$ cat src/rtl/delay_timer_multi.sv
// delay_timer_multi: programmable delay followed by a programmable-width pulse.
// Modes: one-shot, retriggerable one-shot and periodic. An optional prescaler
// sets the length of a delay tick in clk cycles.
// Optional feature macro: DELAY_TIMER_OVERRUN_EN adds a sticky overrun flag
// (output overrun, input overrun_clr) that is set by triggers dropped while busy.
//
// state   | meaning
// --------+--------------------------------------------------------------
// S_IDLE  | waiting for trigger; all outputs low, counter at 0
// S_COUNT | delay counter running, decremented once per tick
// S_PULSE | pulse_out high; done marks the final pulse cycle
module delay_timer_multi #(
  parameter int CNT_W    = 16,
  parameter int PW_W     = 8,
  parameter int PRESCALE = 1
) (
  input  logic             clk,
  input  logic             reset_n,
  input  logic             trigger,
  input  logic             abort,
  input  logic [1:0]       mode,
  input  logic [CNT_W-1:0] delay_load,
  input  logic [PW_W-1:0]  pulse_len,
`ifdef DELAY_TIMER_OVERRUN_EN
  input  logic             overrun_clr,
  output logic             overrun,
`endif
  output logic             pulse_out,
  output logic             busy,
  output logic             done,
  output logic [CNT_W-1:0] count_value
);

  localparam logic [1:0] S_IDLE  = 2'd0;
  localparam logic [1:0] S_COUNT = 2'd1;
  localparam logic [1:0] S_PULSE = 2'd2;

  localparam logic [1:0] M_ONESHOT = 2'd0;
  localparam logic [1:0] M_RETRIG  = 2'd1;
  localparam logic [1:0] M_PERIOD  = 2'd2;

  localparam int PS_W = (PRESCALE > 1) ? $clog2(PRESCALE) : 1;
  localparam logic [PS_W-1:0] PS_MAX = PS_W'(PRESCALE - 1);

  logic [1:0]       state;
  logic [1:0]       cap_mode;
  logic [CNT_W-1:0] counter;
  logic [CNT_W-1:0] cap_delay;
  logic [PW_W-1:0]  cap_len;
  logic [PW_W-1:0]  pw_cnt;
  logic [PS_W-1:0]  presc;
  logic             tick;
  logic [PW_W-1:0]  len_eff;
  logic [1:0]       mode_eff;

  // Tick strobe and normalised inputs; a zero pulse length behaves as one cycle
  // and the reserved mode code behaves as one-shot.
  always_comb begin
    tick     = (presc == PS_MAX);
    len_eff  = (pulse_len == '0) ? PW_W'(1) : pulse_len;
    mode_eff = (mode == 2'b11) ? M_ONESHOT : mode;
  end

  assign count_value = counter;

  // Main sequencer: trigger acceptance, delay countdown, pulse generation.
  always_ff @(posedge clk or negedge reset_n) begin
    if (!reset_n) begin
      state     <= S_IDLE;
      cap_mode  <= M_ONESHOT;
      cap_delay <= '0;
      cap_len   <= PW_W'(1);
      counter   <= '0;
      pw_cnt    <= '0;
      presc     <= '0;
      pulse_out <= 1'b0;
      busy      <= 1'b0;
      done      <= 1'b0;
    end else begin
      done <= 1'b0;
      if (abort) begin
        state     <= S_IDLE;
        counter   <= '0;
        presc     <= '0;
        pulse_out <= 1'b0;
        busy      <= 1'b0;
      end else begin
        case (state)
          S_IDLE: begin
            if (trigger) begin
              cap_delay <= delay_load;
              cap_len   <= len_eff;
              cap_mode  <= mode_eff;
              counter   <= delay_load;
              presc     <= '0;
              busy      <= 1'b1;
              state     <= S_COUNT;
            end
          end
          S_COUNT: begin
            // A retrigger restarts the whole delay, including the tick phase.
            if (trigger && cap_mode == M_RETRIG) begin
              counter <= delay_load;
              presc   <= '0;
            end else if (tick) begin
              presc <= '0;
              if (counter == '0) begin
                state     <= S_PULSE;
                pulse_out <= 1'b1;
                pw_cnt    <= cap_len;
                done      <= (cap_len == PW_W'(1));
              end else begin
                counter <= counter - CNT_W'(1);
              end
            end else begin
              presc <= presc + PS_W'(1);
            end
          end
          S_PULSE: begin
            if (pw_cnt == PW_W'(1)) begin
              pulse_out <= 1'b0;
              if (cap_mode == M_PERIOD) begin
                // Periodic restart: reload with no idle gap.
                state   <= S_COUNT;
                counter <= cap_delay;
                presc   <= '0;
              end else begin
                state <= S_IDLE;
                busy  <= 1'b0;
              end
            end else begin
              pw_cnt <= pw_cnt - PW_W'(1);
              done   <= (pw_cnt == PW_W'(2));
            end
          end
          default: begin
            state     <= S_IDLE;
            pulse_out <= 1'b0;
            busy      <= 1'b0;
          end
        endcase
      end
    end
  end

`ifdef DELAY_TIMER_OVERRUN_EN
  logic trig_dropped;

  // A trigger is dropped whenever busy, except a retrigger during the delay.
  always_comb begin
    trig_dropped = trigger && (state != S_IDLE) &&
                   !(state == S_COUNT && cap_mode == M_RETRIG);
  end

  // Sticky overrun flag; a new drop wins over a clear in the same cycle.
  always_ff @(posedge clk or negedge reset_n) begin
    if (!reset_n) begin
      overrun <= 1'b0;
    end else if (trig_dropped) begin
      overrun <= 1'b1;
    end else if (overrun_clr) begin
      overrun <= 1'b0;
    end
  end
`endif

endmodule

$ cat config.mk
export PLATFORM = sky130hd
export DESIGN_NAME = delay_timer_multi
export DESIGN_NICKNAME = d
export VERILOG_FILES = /design/src/rtl/delay_timer_multi.sv
export SDC_FILE = /design/constraint.sdc
export NUM_CORES = 1
export LEC_CHECK = 0
export CORE_ASPECT_RATIO = 1.4
export CORE_MARGIN = 2
export CORE_UTILIZATION = 59
export CTS_CLUSTER_SIZE = 30
export DETAILED_ROUTE_END_ITERATION = 10
export HOLD_SLACK_MARGIN = 0.12
export PLACE_DENSITY_LB_ADDON = 0.05
export SLEW_MARGIN = 5
export SYNTH_ARGS = -nofsm -noshare
export SYNTH_HDL_FRONTEND = slang
export SYNTH_SLANG_ARGS = --single-unit
export TNS_END_PERCENT = 30
$ cat constraint.sdc
create_clock -name clk -period 3.9 [get_ports clk]
set_clock_uncertainty 0.1 [all_clocks]
set_input_delay 0.78 -clock clk [delete_from_list [all_inputs] [get_ports clk]]
set_output_delay 0.78 -clock clk [all_outputs]
set_load 0.02 [all_outputs]
======== Word level (Yosys, flattened, before mapping) ========
Index checks and enable logic that the tools add are counted.
storage, ports and cells
  word-level logic and storage cells ...... 97
  register bits ........................... 56
cells by class
  reduce and logical (&&, ||, !) cells .... 13
  multiplexer cells ....................... 47
  bitwise gates (word level) .............. 1
  equality and inequality tests ........... 23
  $add $sub $neg .......................... 3
operators by type and width
  cell                     count
  $mux W16                 7
  $pmux W16 S3             1
  $mux W8                  5
  $mux W1                  21
  $ne A3 B3 Y1 const B     7
  $eq A8 B1 Y1 const B     2
  $logic_not A16 Y1        1
  $pmux W8 S2              1
  $sub A16 B1 Y16 const B  1
  $mux W2                  7
  $ne A2 B2 Y1 const B     6
  $reduce_and A6 Y1        2
  $reduce_and A5 Y1        2
  $pmux W1 S3              3
  $eq A8 B2 Y1 const B     1
  $logic_not A8 Y1         1
  $ne A4 B4 Y1 const B     2
  $reduce_and A4 Y1        2
  $sub A8 B1 Y8 const B    1
  $eq A2 B2 Y1 const B     3
  $pmux W2 S3              1
  $eq A2 B1 Y1 const B     2
  $reduce_bool A4 Y1       1
  $reduce_and A3 Y1        1
  6 further kinds          6

======== Longest topological paths before layout ========
  word-level depth ........................ 6
  mapped depth ............................ 10
  depth with buffers taken out ............ 7

======== Least setup slack after synthesis ========
OpenSTA, ideal clock, no wires.
  path type ............................... input -> register
  start ................................... in trigger
  end ..................................... reg counter[3], in the netlist count_value[3]
  data arrival time ....................... 2087 ps
  stages .................................. 6
  setup slack ............................. 1635 ps
  path buffers ............................ 1
  required time ........................... 3722 ps
  cells stage by stage .................... nand3b_1 > clkbuf_1 > o21ai_1 > a222oi_1 > or3_1 > a21oi_1
between the ends
  cells in the longest elaborated chain, start to end .. 4
  elaborated cells between the ends (all ways) .. 8
RTL lines
  item                  line  text
  from (decl)           19    input logic trigger,
  $logic_and A1 B1 Y1   102   if (trigger && cap_mode == M_RETRIG) begin
  $mux W16              102
  $pmux W16 S3          88    case (state)
  $mux W16              81    if (abort) begin
  to (signal assigned)  94    counter <= delay_load;
  to (signal assigned)  103   counter <= delay_load;
  to (signal assigned)  113   counter <= counter - CNT_W'(1);
  to (decl)             47    logic [CNT_W-1:0] counter;
Several ways; a longest one is shown, not always the timed one.
A chain may end at the register's enable or synchronous reset.

======== Final worst setup path ========
Ends and elaborated chain as after synthesis.

==> qor.txt <==
worst vdd ir -> 0.462 mV
main flop type after synthesis -> dfrtp_1
cell family with most CP delay -> buffers and inverters
design area -> 0.00412 mm^2
DRT iter0 DRCs -> 387
Cell Chain, Critical Path -> clkdlybuf4s50_1, nand3b_1, o21ai_1, buf_4, a222oi_1, or3_1, a21oi_1
Initial Util -> 60.2%
critical path startpoint category -> input port
die area -> 0.00659 mm^2
Power Dens Cells -> 799 mW/mm^2
Worst Max-Slew Pin Slew -> 0.650 ns
clock root buffer -> clkbuf_8
period utilization -> 71.0%
drt wl/cell -> 19.8 um
# port buffers -> 48
area of the mapped netlist -> 0.00351 mm^2
largest net degree at the start of global routing -> 30
Max Freq -> 361 MHz
status -> finished, final reports clean
I/O pins -> 49
Cell Int Power -> 0.00174 W
Slowest-stage cell, CP -> clkdlybuf4s50_1
#FFs+latches synth -> 55
worst skew pair latency -> 0.32 ns
cts bufs inserted -> 5
fin crit period -> 2.77 ns
CP peak stage delay -> 0.53 ns
core area -> 0.00582 mm^2
Leak Pwr -> 1.63 nW
Max-cap violations -> 0
Tot GR Track Use -> 30.3%
Hold WC Path Type -> in -> async
drt first pass iters -> 7
CTS sink count -> 55
clk buf depth -> 2
Nets -> 453
Unique masters post-synth -> 70
first-pass GRT wire length -> 15.9 mm
Die Ht -> 95.2 um
Die W -> 69.2 um
setup TNS -> 0 ns
area grow syn2layout -> 17.6%
Sequential Power Share -> 34.2%
Max Slew Vio Count -> 0
vias per inst -> 6.71
Syn. warnings -> 0
Worst EP arrival -> 2.91 ns
Worst setup EP type -> register
P_sw -> 0.00156 W
number of global-route vias before repair -> 3206
syn_area_per_cell -> 9.43 um^2
post-synthesis sequential area ratio -> 39.3%
antenna-violating nets left -> 0
Storage cell area -> 0.00138 mm^2
worst path buffer plus inverter count -> 2
kind of critical path -> in -> reg
dpl hpwl -> 6.95 mm
H-tree depth -> 2
Post-synth ARST share -> 100%
Net Sw Frac -> 47.2%
syn_nets -> 411
Comb pwr share -> 55.5%
Post-CTS Setup Bufs -> 0
initial antenna violation count -> 0
Post-CTS Hold Fix Bufs -> 0
ant diodes -> 0
final hold violation count -> 0
Cells after Synth -> 372
DP Area -> 0.00403 mm^2
Routed WL -> 9.61 mm
Clk pwr share -> 10.3%
unrepaired setup endpoints after global routing -> no
num rows -> 33
post-cts resize count -> 0
Crit path required time -> 4.04 ns
Slew headroom -> 56.6%
FILL cells -> 468
via count -> 3254
Post-synth EDFFs -> 0
Final setup viols -> 0
clock slew seen by the registers of the worst setup and hold paths -> 0.11 ns
GPL Wtd Cong -> 0.911
Multi-input gate area -> 0.00196 mm^2
DR DRC count -> 0
GRT overflow -> 0
CTS tree -> done
share of layout cells above drive strength 1 -> 13.5%
CP Max Fanout -> 9
-- synth_stat cells, drive strengths merged, types with 6 or more instances --
library cell	instances	share of area, %
buf	9	1.6
a22oi	6	1.3
nand2	33	3.5
nand3	9	1.4
clkbuf	12	1.3
a211oi	10	2.1
nor2	22	2.4
nor4	12	3.0
mux2	23	7.4
ha	9	3.2
nor3	9	1.4
o31ai	7	1.5
o21ai	18	2.9
a21oi	22	3.2
nand4	7	1.2
inv	17	1.8
dfrtp	54	39
-- placed cells by master (no fill, tap or decap), types with 4 or more instances in the layout --
cell type        count
clkdlybuf4s50_1     47
inv_1               17
o21ai_1              4
a31oi_1              4
dfrtp_1             54
buf_4                8
a211oi_1            10
nand2b_1             5
nor4_1              10
or3_1                5
nor2_1              21
a21oi_1             21
nand3_1              8
ha_1                 9
clkbuf_8             5
nand3b_1             4
o2111ai_1            5
nand4_1              7
and3_1               5
and2_1               5
a22oi_1              6
o21ai_0             13
o211ai_1             5
mux2i_1              5
mux2_2              23
nand2_1             33
nor3_1               8
o31ai_1              7
-- routing by layer --
| layer | GRT usage (%) | wire (um) | up-vias |
|---|---|---|---|
| li1 | - | - | 1494 |
| met2 | 52.9 | 5000 | 155 |
| met4 | 14.9 | 371 | 0 |
| met1 | 37.2 | 3730 | 1572 |
| met3 | 3.59 | 503 | 33 |
| met5 | 0 | 0 | - |
-- flip-flops by register name (all words and copies together), names as in the netlist --
register     cells
cap_delay       16
count_value     16
cap_len          8
pw_cnt           8
cap_mode         2
state            2
busy             1
done             1
pulse_out        1
-- logic make-up (layout without fill, tap and decap cells) --
logic type | count (synthesis) | count (layout) | share of synthesized area, %
XOR/XNOR | 5 | 5 | 1.25
adder cells (fa/ha/maj) | 9 | 9 | 3.21
multiplexers | 28 | 28 | 8.81
AND/OR/NAND/NOR | 132 | 132 | 21.3
buffers and inverters | 38 | 81 | 4.71
flip-flops | 55 | 55 | 39.3
AO/OA/AOI/OAI | 105 | 105 | 21.5
-- cell type report --
class | count | share of cell area, %
Clock inverter | 3 | 0.607
Timing Repair Buffer | 56 | 13.0
Inverter | 17 | 1.55
Clock buffer | 5 | 1.67
Sequential cell | 55 | 33.4
Multi-Input combinational cell | 279 | 47.6
Tap cell | 70 | 2.12
-- through the flow --
step                power, W  std cells  hold slack (ns)  setup slack (ns)  utilization (%)
finish               0.00330        485            0.376              1.13             70.8
global route         0.00352        485            0.427             0.990             70.8
CTS                  0.00327        485            0.401              1.18             70.8
detailed placement   0.00293        477            0.379             0.857             69.2
global placement     0.00289        477            0.382             0.879             69.2
floorplan            0.00237        372            0.362              1.63                -
-- worst paths after layout --
path / start / endpoint / slack (ns) / cells after the start
max reg2reg: state[1] / count_value[3] / 1.18 / 8
min reg2reg: cap_delay[10] / cap_delay[10] / 0.41 / 1
min in group clk: cap_delay[10] / cap_delay[10] / 0.41 / 1
min: reset_n / cap_delay[9] / 0.38 / 1
max: trigger / count_value[3] / 1.13 / 7
max in group asynchronous: reset_n / cap_len[0] / 2.46 / 2
-- power by group through the flow --
stage          Combinational (W)  Sequential [W]  Clock, W
2_1_floorplan            0.00126         0.00111         0
3_3_place_gp             0.00177         0.00112         0
3_5_place_dp             0.00180         0.00113         0
4_1_cts                  0.00181         0.00112  0.000346
5_1_grt                  0.00199         0.00117  0.000365
6_report                 0.00183         0.00113  0.000339
(Power assumes the default switching activity.)
==> variant 1, RTL diff (same settings) <==
Set the parameter `CNT_W` to 14 (it was 16).
--- a/src/rtl/delay_timer_multi.sv
+++ b/src/rtl/delay_timer_multi.sv
@@ -12,3 +12,3 @@
 module delay_timer_multi #(
-  parameter int CNT_W    = 16,
+  parameter int CNT_W    = 14,
   parameter int PW_W     = 8,
Ports: changed (resized count_value and delay_load); port bits go from 49 to 45. The function was not compared with the original's and may differ.
==> variant 1 against the original RTL <==
  * Count of clock-buffer cells in the layout grew 1
  * Fmax shrank 4.7%
  * Routed wire length shrank 18%
  * Non-clock buffer count shrank 6
  * Cell area shrank 10%
  * Highest routed layer unchanged
  * Setup slack lost 0.14 ns
  * Total power shrank 15%
  * Area after synthesis shrank 12%
  * Register-to-register slack lost 0.03 ns
  * Synthesized cell count shrank 13%
  * Critical path depth shrank 2
  * Sequential cell count shrank 4
  * Sequential power shrank 12%
==> variant 1: results (changes against the original RTL) <==
| Metric | Value |
|---|---|
| Status | `completed (unchanged)` |
| Reg-to-reg endpoint | `pw_cnt[7] (was count_value[3])` |
| # port buffers | `44 (was 48)` |
| Net Count, Synth | `359 (was 411)` |
| Synth top area cells | `dfrtp_1, mux2_2, ha_1 (was dfrtp_1, mux2_2, nand2_1)` |
| Met3 wire len | `383 microns (was 503 microns)` |
| Fill count | `429 (was 468)` |
| First-pass GRT wire length | `13,200 microns (was 15,900 microns)` |
| Post-synthesis sequential area ratio | `0.414 (was 0.393)` |
| Ratio of cells with drive above 1 in the final layout | `0.131 (was 0.135)` |
| Worst endpoint data arrival time | `3.00 ns (was 2.91 ns)` |
| Max VDD drop | `424 uV (was 462 uV)` |
| Placed Instance Area | `3590 sq um (was 4030 sq um)` |
| Pwr dens | `760 nW/um^2 (was 799 nW/um^2)` |
| Wire per inst | `18.1 microns (was 19.8 microns)` |
| Number of global-route vias before repair | `2,758 (was 3,206)` |
| Gpl congestion | `0.885 (was 0.911)` |
| Met1 WL | `3230 microns (was 3730 microns)` |
| CP Launch Point | `abort (was trigger)` |
| Yosys cell types | `60 (was 70)` |
| Leak | `1.52 nW (was 1.63 nW)` |
| Final-stage net count | `403 (was 453)` |
| Drt first pass iters | `4 (was 7)` |
| Die area | `5830 sq um (was 6590 sq um)` |
| Initial drt markers | `206 (was 387)` |
| DP HPWL | `5700 microns (was 6950 microns)` |
[variant 1: kinds of logic after synthesis]
family                     Yosys count  synth area share
AOI/OAI and AO/OA                   88             0.206
xor gates and xnor gates             3           0.00852
adders and majority gates            9            0.0365
buffers and inverters               27            0.0353
DFF                                 51             0.414
muxes                               25            0.0897
and+or+nand+nor                    119             0.210
[variant 1: stage by stage]
step	setup slack, ns	cells	hold WS [ns]
3_5_place_dp	0.692	425	0.396
2_1_floorplan	1.27	322	0.369
4_1_cts	1.03	433	0.418
5_1_grt	0.920	433	0.427
6_report	0.997	433	0.405
3_3_place_gp	0.761	425	0.388
[variant 1: area by class of cell]
class / count / area share
repair buffers: 50 / 0.130
clock buffers: 6 / 0.0196
multi-input cells: 244 / 0.459
clock inverters: 2 / 0.0101
inverters: 14 / 0.0142
flip-flops and latches: 51 / 0.345
well taps: 66 / 0.0223
[variant 1: worst min path at each step]
stage	to	depth (start not counted)	slack (ns)
6_report	cap_delay[9]	1	0.40
5_1_grt	cap_delay[0]	1	0.43
4_1_cts	pulse_out	1	0.42
3_5_place_dp	cap_delay[12]	1	0.40
3_3_place_gp	cap_delay[12]	1	0.39
2_1_floorplan	cap_mode[1]	2	0.37
[variant 1: layer usage]
metal  vias to the layer above  GRT usage
li1                       1301          -
met3                        17     0.0466
met4                         0      0.104
met1                      1312      0.367
met2                       110      0.519
met5                         -          0
[variant 1: power breakdown]
part	internal (mW)	switching, mW	leakage [nW]	total [mW]
Sequential	0.762	0.233	0.633	0.995
Clock	0.192	0.185	0.0514	0.377
Combinational	0.633	0.809	0.838	1.44
==> variant 2, RTL diff (config.mk and constraints unchanged) <==
Without the edit above. Register the output `count_value` once more, cleared by the reset; this adds one clock of latency there. The other outputs are not delayed to match.
--- a/src/rtl/delay_timer_multi.sv
+++ b/src/rtl/delay_timer_multi.sv
@@ -63,3 +63,9 @@
 
-  assign count_value = counter;
+  always_ff @(posedge clk or negedge reset_n) begin
+    if (!reset_n) begin
+      count_value <= '0;
+    end else begin
+      count_value <= counter;
+    end
+  end
 
Function: changed (Yosys sat finds a counterexample within 4 cycles, from zero or initial values and one cycle with reset_n low).
==> variant 2 against the original RTL <==
  * Routed wire length fell by 1.9%
  * Area after synthesis rose by 6.4%
  * Total power rose by 13%
  * Combinational power fell by 7%
  * Sequential cell count rose by 16
  * First-iteration DRC count fell by 32%
  * Synthesized cell count fell by 1.9%
  * Cell area rose by 9.5%
  * Sequential power rose by 21%
  * Setup slack got worse by 0.38 ns
  * Worst hold slack got worse by 0.0031 ns
==> variant 2: results (changes against the original RTL) <==
| Metric | Value |
|---|---|
| Hold Buf Count CTS | `0 (unchanged)` |
| Drt first pass iters | `5 (was 7)` |
| Insertion delay to the later sink of the worst-skew pair | `0.36 ns (was 0.32 ns)` |
| DRC | `0 (unchanged)` |
| Number of global-route vias before repair | `3,185 (was 3,206)` |
| Top cells by count, synth | `dfrtp_1, nand2_1, a21oi_1, mux2_2, nor2_1 (was dfrtp_1, nand2_1, mux2_2, a21oi_1, nor2_1)` |
| Post-synth ARST share | `1.00 (unchanged)` |
| Post-CTS Setup Bufs | `0 (unchanged)` |
| Max Root-Sink Buffers | `2 (unchanged)` |
| Pin count of the biggest net entering global routing | `72 (was 30)` |
| Synthesis Warnings | `0 (unchanged)` |
| Clk slew on worst S/H paths | `0.07 ns (was 0.11 ns)` |
| First-pass GRT wire length | `15,500 microns (was 15,900 microns)` |
| Min-Delay Path Class | `register to register (was input pin to async pin)` |
| Gpl congestion | `0.913 (was 0.911)` |
| Net Count, Synth | `404 (was 411)` |
| Worst endpoint data arrival time | `3.28 ns (was 2.91 ns)` |
| Status | `completed (unchanged)` |
| Synth top area cells | `dfrtp_1, mux2_2, nand2_1 (unchanged)` |
| Fill count | `475 (was 468)` |
| Max VDD drop | `415 uV (was 462 uV)` |
| Final setup viols | `0 (unchanged)` |
| Hold Slack | `0.372 ns (was 0.376 ns)` |
| Worst reg2reg setup slack | `0.78 ns (was 1.18 ns)` |
| GR Util All Layers | `0.287 (was 0.303)` |
| Diodes inserted | `0 (unchanged)` |
| Registers with the most flip-flops | `cap_delay: 16 flops, count_value: 16 flops, counter: 16 flops` |
| Antenna violations before repair | `0 (unchanged)` |
| Cts bufs inserted | `9 (was 5)` |
| Leak | `1.90 nW (was 1.63 nW)` |
| Vias per cell | `6.37 (was 6.71)` |
| Yosys cell types | `58 (was 70)` |
| Tightest Pin Transition | `1.30 ns (was 0.650 ns)` |
| H-tree levels | `3 (was 2)` |
| Wire per inst | `19.1 microns (was 19.8 microns)` |
| Final-stage net count | `455 (was 453)` |
| # port buffers | `48 (unchanged)` |
| DP HPWL | `6740 microns (was 6950 microns)` |
| Post-synthesis sequential area ratio | `0.477 (was 0.393)` |
| Initial drt markers | `265 (was 387)` |
| Ratio of cells with drive above 1 in the final layout | `0.157 (was 0.135)` |
| Resized Gates After CTS | `0 (unchanged)` |
| Placed Instance Area | `4290 sq um (was 4030 sq um)` |
| Root Buffer | `clkbuf_8 (unchanged)` |
| Peak fanout along the critical path | `16 (was 9)` |
-- variant 2: layout make-up --
type	instances	area [sq um]	share of cell area
multi-input combinational	265	1830	0.405
sequential	71	1780	0.394
timing repair buffer	56	548	0.121
clock buffer	12	145	0.0321
tap	72	90.1	0.0200
clock inverter	4	77.6	0.0172
inverter	13	48.8	0.0108
-- variant 2: metal layers --
metal	global-route usage	part of all wire	vias to the layer above
met5	0	0	-
met4	0.115	0.019	0
met3	0.0537	0.054	19
met2	0.500	0.53	119
met1	0.344	0.39	1551
li1	-	-	1451
-- variant 2: kinds of logic (layout without fill, tap and decap cells) --
group,count (synthesis),in the layout,synth area share
AOI/OAI and AO/OA,101,101,0.182
xor gates and xnor gates,3,3,0.00704
adders and majority gates,9,9,0.0302
buffers and inverters,29,85,0.0335
DFF,71,71,0.477
muxes,30,30,0.0882
and+or+nand+nor,122,122,0.183
-- variant 2: path summary, 6_finish.rpt --
kind | from | endpoint | cells after the start
worst max-delay path | trigger | counter[12] | 7
worst min-delay path | counter[1] | count_value[1] | 0
worst max register to register | state[0] | counter[12] | 8
worst min register to register | counter[1] | count_value[1] | 0
max in group asynchronous | reset_n | state[0] | 2
min in group asynchronous | reset_n | cap_delay[12] | 2
-- variant 2: power breakdown --
part           leakage [nW]  internal, mW  switching (mW)
Clock                 0.111         0.382           0.288
Combinational         0.898         0.731           0.966
Sequential            0.893          1.05           0.319
-- variant 2: worst max-delay path, cell delays in order --
cell,delay (ns)
clkdlybuf4s50_1,0.54
nor2b_1,0.08
a211o_1,0.23
a21oi_1,0.21
nor2b_1,1.04
mux2i_1,0.29
o211ai_1,0.09
-- variant 2: through the flow --
stage,instances,setup WS (ns),utilization
finish,493,0.754,0.732
CTS,493,0.802,0.732
floorplan,365,1.71,-
global placement,477,0.531,0.696
detailed placement,477,0.426,0.696
global route,493,0.569,0.732
